==> src/rtl/datapath_ula_pkg.sv <==
// Shared command and opcode encodings for the datapath and its controller.
// Register commands and ULA opcodes are 4 bits wide; codes 4..15 are illegal.
package datapath_ula_pkg;

    typedef enum logic [3:0] {
        CMD_CLEAR = 4'd0,
        CMD_LOAD  = 4'd1,
        CMD_HOLD  = 4'd2,
        CMD_DIV   = 4'd3
    } cmd_e;

    typedef enum logic [3:0] {
        OP_ADD = 4'd0,
        OP_SUB = 4'd1,
        OP_AND = 4'd2,
        OP_OR  = 4'd3
    } op_e;

    localparam int CMD_W = 4;

endpackage

==> src/rtl/datapath_ula_ula.sv <==
// Combinational ULA: add, subtract (carry = borrow), and, or.
// Opcodes outside 0..3 raise illegal and produce a zero result.
module ula
    import datapath_ula_pkg::*;
#(
    parameter int WIDTH = 4
) (
    input  logic [WIDTH-1:0] X,
    input  logic [WIDTH-1:0] Y,
    input  logic [3:0]       Tula,
    output logic [WIDTH-1:0] result,
    output logic             carry,
    output logic             illegal
);

    logic [WIDTH:0] sum;
    logic [WIDTH:0] dif;

    assign sum = {1'b0, X} + {1'b0, Y};
    assign dif = {1'b0, X} - {1'b0, Y};

    // Opcode decode; the extra MSB of the widened difference is the borrow.
    always_comb begin
        result  = '0;
        carry   = 1'b0;
        illegal = 1'b0;
        case (Tula)
            OP_ADD: begin
                result = sum[WIDTH-1:0];
                carry  = sum[WIDTH];
            end
            OP_SUB: begin
                result = dif[WIDTH-1:0];
                carry  = dif[WIDTH];
            end
            OP_AND: result = X & Y;
            OP_OR:  result = X | Y;
            default: illegal = 1'b1;
        endcase
    end

endmodule

==> src/rtl/datapath_ula.sv <==
// X/Y/Z register datapath with ULA, registered flags and sticky error.
// All next-state terms use pre-edge register values.
module datapath_ula
    import datapath_ula_pkg::*;
#(
    parameter int WIDTH = 4
) (
    input  logic             clock,
    input  logic             reset,
    input  logic [3:0]       Tx,
    input  logic [3:0]       Ty,
    input  logic [3:0]       Tz,
    input  logic [3:0]       Tula,
    input  logic [WIDTH-1:0] entrada,
    output logic [WIDTH-1:0] X,
    output logic [WIDTH-1:0] Y,
    output logic [WIDTH-1:0] Z,
    output logic             carry,
    output logic             zero,
    output logic             erro
);

    logic [WIDTH-1:0] x_q, x_d;
    logic [WIDTH-1:0] y_q, y_d;
    logic [WIDTH-1:0] z_q, z_d;
    logic             c_q, c_d;
    logic             zf_q, zf_d;
    logic             e_q, e_d;

    logic [WIDTH-1:0] u_res;
    logic             u_c;
    logic             u_ill;

    ula #(.WIDTH(WIDTH)) u_ula (
        .X       (x_q),
        .Y       (y_q),
        .Tula    (Tula),
        .result  (u_res),
        .carry   (u_c),
        .illegal (u_ill)
    );

    // Next-state decode for the three registers, flags and sticky error.
    always_comb begin
        x_d  = x_q;
        y_d  = y_q;
        z_d  = z_q;
        c_d  = c_q;
        zf_d = zf_q;
        e_d  = e_q;

        case (Tx)
            CMD_CLEAR: x_d = '0;
            CMD_LOAD:  x_d = entrada;
            CMD_HOLD:  x_d = x_q;
            CMD_DIV:   x_d = x_q >> 1;
            default:   e_d = 1'b1;
        endcase

        case (Ty)
            CMD_CLEAR: y_d = '0;
            CMD_LOAD:  y_d = x_q;
            CMD_HOLD:  y_d = y_q;
            CMD_DIV:   y_d = y_q >> 1;
            default:   e_d = 1'b1;
        endcase

        case (Tz)
            CMD_CLEAR: begin
                z_d  = '0;
                c_d  = 1'b0;
                zf_d = 1'b0;
            end
            CMD_LOAD: begin
                if (u_ill) begin
                    e_d = 1'b1;
                end else begin
                    z_d  = u_res;
                    c_d  = u_c;
                    zf_d = (u_res == '0);
                end
            end
            CMD_HOLD: z_d = z_q;
            CMD_DIV:  z_d = z_q >> 1;
            default:  e_d = 1'b1;
        endcase
    end

    // State registers; synchronous reset overrides any command.
    always_ff @(posedge clock) begin
        if (reset) begin
            x_q  <= '0;
            y_q  <= '0;
            z_q  <= '0;
            c_q  <= 1'b0;
            zf_q <= 1'b0;
            e_q  <= 1'b0;
        end else begin
            x_q  <= x_d;
            y_q  <= y_d;
            z_q  <= z_d;
            c_q  <= c_d;
            zf_q <= zf_d;
            e_q  <= e_d;
        end
    end

    assign X     = x_q;
    assign Y     = y_q;
    assign Z     = z_q;
    assign carry = c_q;
    assign zero  = zf_q;
    assign erro  = e_q;

endmodule

==> config.mk <==
export PLATFORM = sky130hd
export DESIGN_NAME = datapath_ula
export DESIGN_NICKNAME = d
export VERILOG_FILES = /design/src/rtl/datapath_ula_pkg.sv /design/src/rtl/datapath_ula_ula.sv /design/src/rtl/datapath_ula.sv
export SDC_FILE = /design/constraint.sdc
export NUM_CORES = 1
export LEC_CHECK = 0
export ABC_AREA = 1
export BUFFER_PORTS_ARGS = -buffer_cell sky130_fd_sc_hd__buf_2
export CORE_ASPECT_RATIO = 1.25
export CORE_MARGIN = 4
export CORE_UTILIZATION = 40
export DETAILED_ROUTE_END_ITERATION = 6
export PLACE_DENSITY = 0.66
export SYNTH_ARGS = -nofsm -noshare
export SYNTH_HDL_FRONTEND = slang
export SYNTH_SLANG_ARGS = --single-unit
==> constraint.sdc <==
create_clock -name clock -period 2 [get_ports clock]
set_input_delay 0.4 -clock clock [delete_from_list [all_inputs] [get_ports clock]]
set_output_delay 0.4 -clock clock [all_outputs]
set_load 0.05 [all_outputs]
==> run summary <==
Crit Path Class -> reg2reg
routability congestion estimate -> 0.835
CP Launch Type -> flop
largest family of logic cells by synthesized area -> simple AND/OR/NAND/NOR gates
post-CTS sizing -> 0
number of global-route vias before repair -> 1,182
ys async rst share -> 0
Clock Latency Late Sink -> 0.28 ns
Vias -> 1,261
critical path's top delay family -> adder cells
Avg Cell Area, Syn -> 6.69 µm²
TritonCTS Sinks -> 15
Tmin final -> 1.76 ns
share of layout cells above drive strength 1 -> 0.262
Layout Cells excl Fill -> 261
number of remaining DRC errors -> 0
Min-Delay Path Class -> in2reg
CP dominant cell by count -> nand2_1
hold_buf cts -> 0
Post-Synth Adder-Cell Area -> 0.153
CORE AREA -> 2970 µm²
Metal-1 WL -> 1.24 mm
most common cell in the synthesized netlist -> nand2_1
Initial Util -> 0.419
vias per cell -> 4.83
worst setup margin -> 0.237 ns
worst path bufs/invs -> 2
reg2reg start -> X[0]
Synth area leaders -> dfxtp_1, nand2_1, ha_1
Longest Clk Path Bufs -> 2
mux cell area share after synthesis -> 0
Die H -> 70.4 µm
Final ANT Viol Nets -> 0
Distinct cells, synth -> 28
Worst R2R End -> zero
slowest stage delay, CP -> 0.41 ns
Post-CTS Setup Bufs -> 0
period utilization -> 0.881
post-synth net total -> 222
Hold Crit Depth -> 3
# diodes -> 0
WP data required -> 2.23 ns
post-synthesis register bit count -> 15
R2R setup slack -> 0.24 ns
largest net degree at the start of global routing -> 14
# placed instances -> 257
Seq/Total Area, Yosys -> 0.241
WL final -> 2.90 mm
Post-synth top flop -> dfxtp_1
top cells by count, synth -> nand2_1, inv_1, nor2_1
# rows -> 22
Final nets -> 262
hold path startpoint -> entrada[3]
FMAX -> 567 MHz
Place WS -> 0.226 ns
H-tree Lvls -> 1
Cell Area, Synth -> 1240 µm²
IO Count -> 37
max cap viols -> 0
Least-Margin Pin Slew -> 0.544 ns
number of synthesized flops with an enable pin -> 0
utilization after layout -> 0.501
WL/cell -> 11.1 µm
met3 WL post-DR -> 161 µm
area growth from synthesis to layout -> 19.7%
die width -> 57.9 µm
Reg area -> 302 µm²
share of the synthesized area in the top cell type -> 0.241
cts bufs inserted -> 3
Yosys Warn Count -> 0
Post-DP HPWL -> 2.41 mm
crit-path max FO -> 4
Synth area leader -> dfxtp_1
RSZ-0062 raised after global routing -> false
Fillers -> 343
post-synthesis compound-gate area fraction -> 0.162
area occupied by multi-input gates -> 821 µm²
die area -> 4070 µm²
wire length on met2 -> 1.48 mm
Hold Fails Final Rpt -> 0
Worst IR Drop VDD -> 275 µV
pwr dens -> 396 nW/µm²
gr usage total -> 0.152
Max Slew Vio Count -> 0
Final setup violation count -> 0
port buffer count -> 36
Arr. time, crit path -> 1.99 ns
clk slew on worst S/H paths -> 0.10 ns
max_slew headroom -> 0.633
outcome -> completed
CTS tree -> yes
TritonRoute pass-1 iters -> 4
grt ovf -> 0
worst reg-to-reg path cell count -> 10
leak pwr -> 0.745 nW
CTS root buf -> clkbuf_4
crit end category -> flop
first-pass GRT wire length -> 5.04 mm
highest routed layer -> met4
Iteration-0 DRC Markers -> 61
hold worst-path end -> X[3]
critical path's slowest cell -> fa_1
Synth Area in Simple Gates -> 0.338
skew final -> 0.00409 ns
xor/xnor share of the synthesized area -> 0.00704
crit-path cells -> inv_1 > ha_1 > inv_1 > fa_1 > or2_0 > nand2_1 > nand2_1 > nor2_2 > nand2_1 > a21oi_2
final setup TNS -> 0 ns
initial antenna violation count -> 0
Mapped Cells -> 186
-- sequential cells by signal (all words and copies together), names as in the netlist --
name   count
X          4
Z          4
erro       1
carry      1
Y          4
zero       1
-- worst min-delay path, delay by kind of cell --
kind                   cells  cell delay (ns)
AO/OA/AOI/OAI              1             0.06
AND/OR/NAND/NOR            1             0.06
buffers and inverters      1             0.09
-- layout make-up --
class,count,area share
sequential,15,0.202
timing repair buffer,37,0.126
tap,36,0.0302
clock buffer,4,0.0176
inverter,29,0.0730
multi-input combinational,140,0.551
-- where the power goes --
group          internal, mW  switching [mW]
Sequential            0.302         0.00330
Clock                0.0774           0.103
Combinational        0.0381          0.0667
Total                 0.417           0.172
-- metrics by stage --
| stage | hold WS (ns) | total power, mW | instance area [µm²] |
|---|---|---|---|
| final | 0.367 | 0.590 | 1490 |
| after global routing | 0.382 | 0.625 | 1490 |
| after CTS | 0.350 | 0.603 | 1490 |
| after detailed placement | 0.465 | 0.417 | 1460 |
| after global placement | 0.462 | 0.417 | 1460 |
| after floorplan | 0.469 | 0.377 | 1250 |
-- worst max path at each step --
| stage | endpoint | slack (ns) | start | cells past startpoint |
|---|---|---|---|---|
| finish | zero | 0.24 | X[0] | 10 |
| global route | zero | 0.03 | X[0] | 11 |
| CTS | zero | 0.21 | X[0] | 11 |
| detailed placement | zero | 0.23 | X[0] | 11 |
| global placement | zero | 0.22 | X[0] | 11 |
| floorplan | zero | 0.01 | Y[0] | 9 |
-- cells by family after synthesis --
logic type | count (synthesis)
XOR/XNOR | 1
AND/OR/NAND/NOR | 90
AO/OA/AOI/OAI | 35
flip-flops | 15
buffers and inverters | 31
adder cells (fa/ha/maj) | 14
-- placed cells by master, fill, tap and decap left out, drive strengths merged --
cell    netlist  final
a21oi        12     12
a31oi         6      6
nand3b        3      3
dfxtp        15     15
nor2         23     23
fa            2      2
clkbuf        0      4
o21ai        14     14
ha           12     12
or2           3      3
xnor2         1      1
o31ai         1      1
nand2        44     44
nand3        14     14
buf           2     37
a21boi        1      1
a22oi         1      1
inv          29     29
nor3          3      3
-- metal layers --
layer,GRT usage,up-vias
li1,-,676
met2,0.266,36
met4,0.0387,0
met1,0.189,545
met5,0,-
met3,0.0240,4
Note: power is estimated with default switching activity, not from simulation.
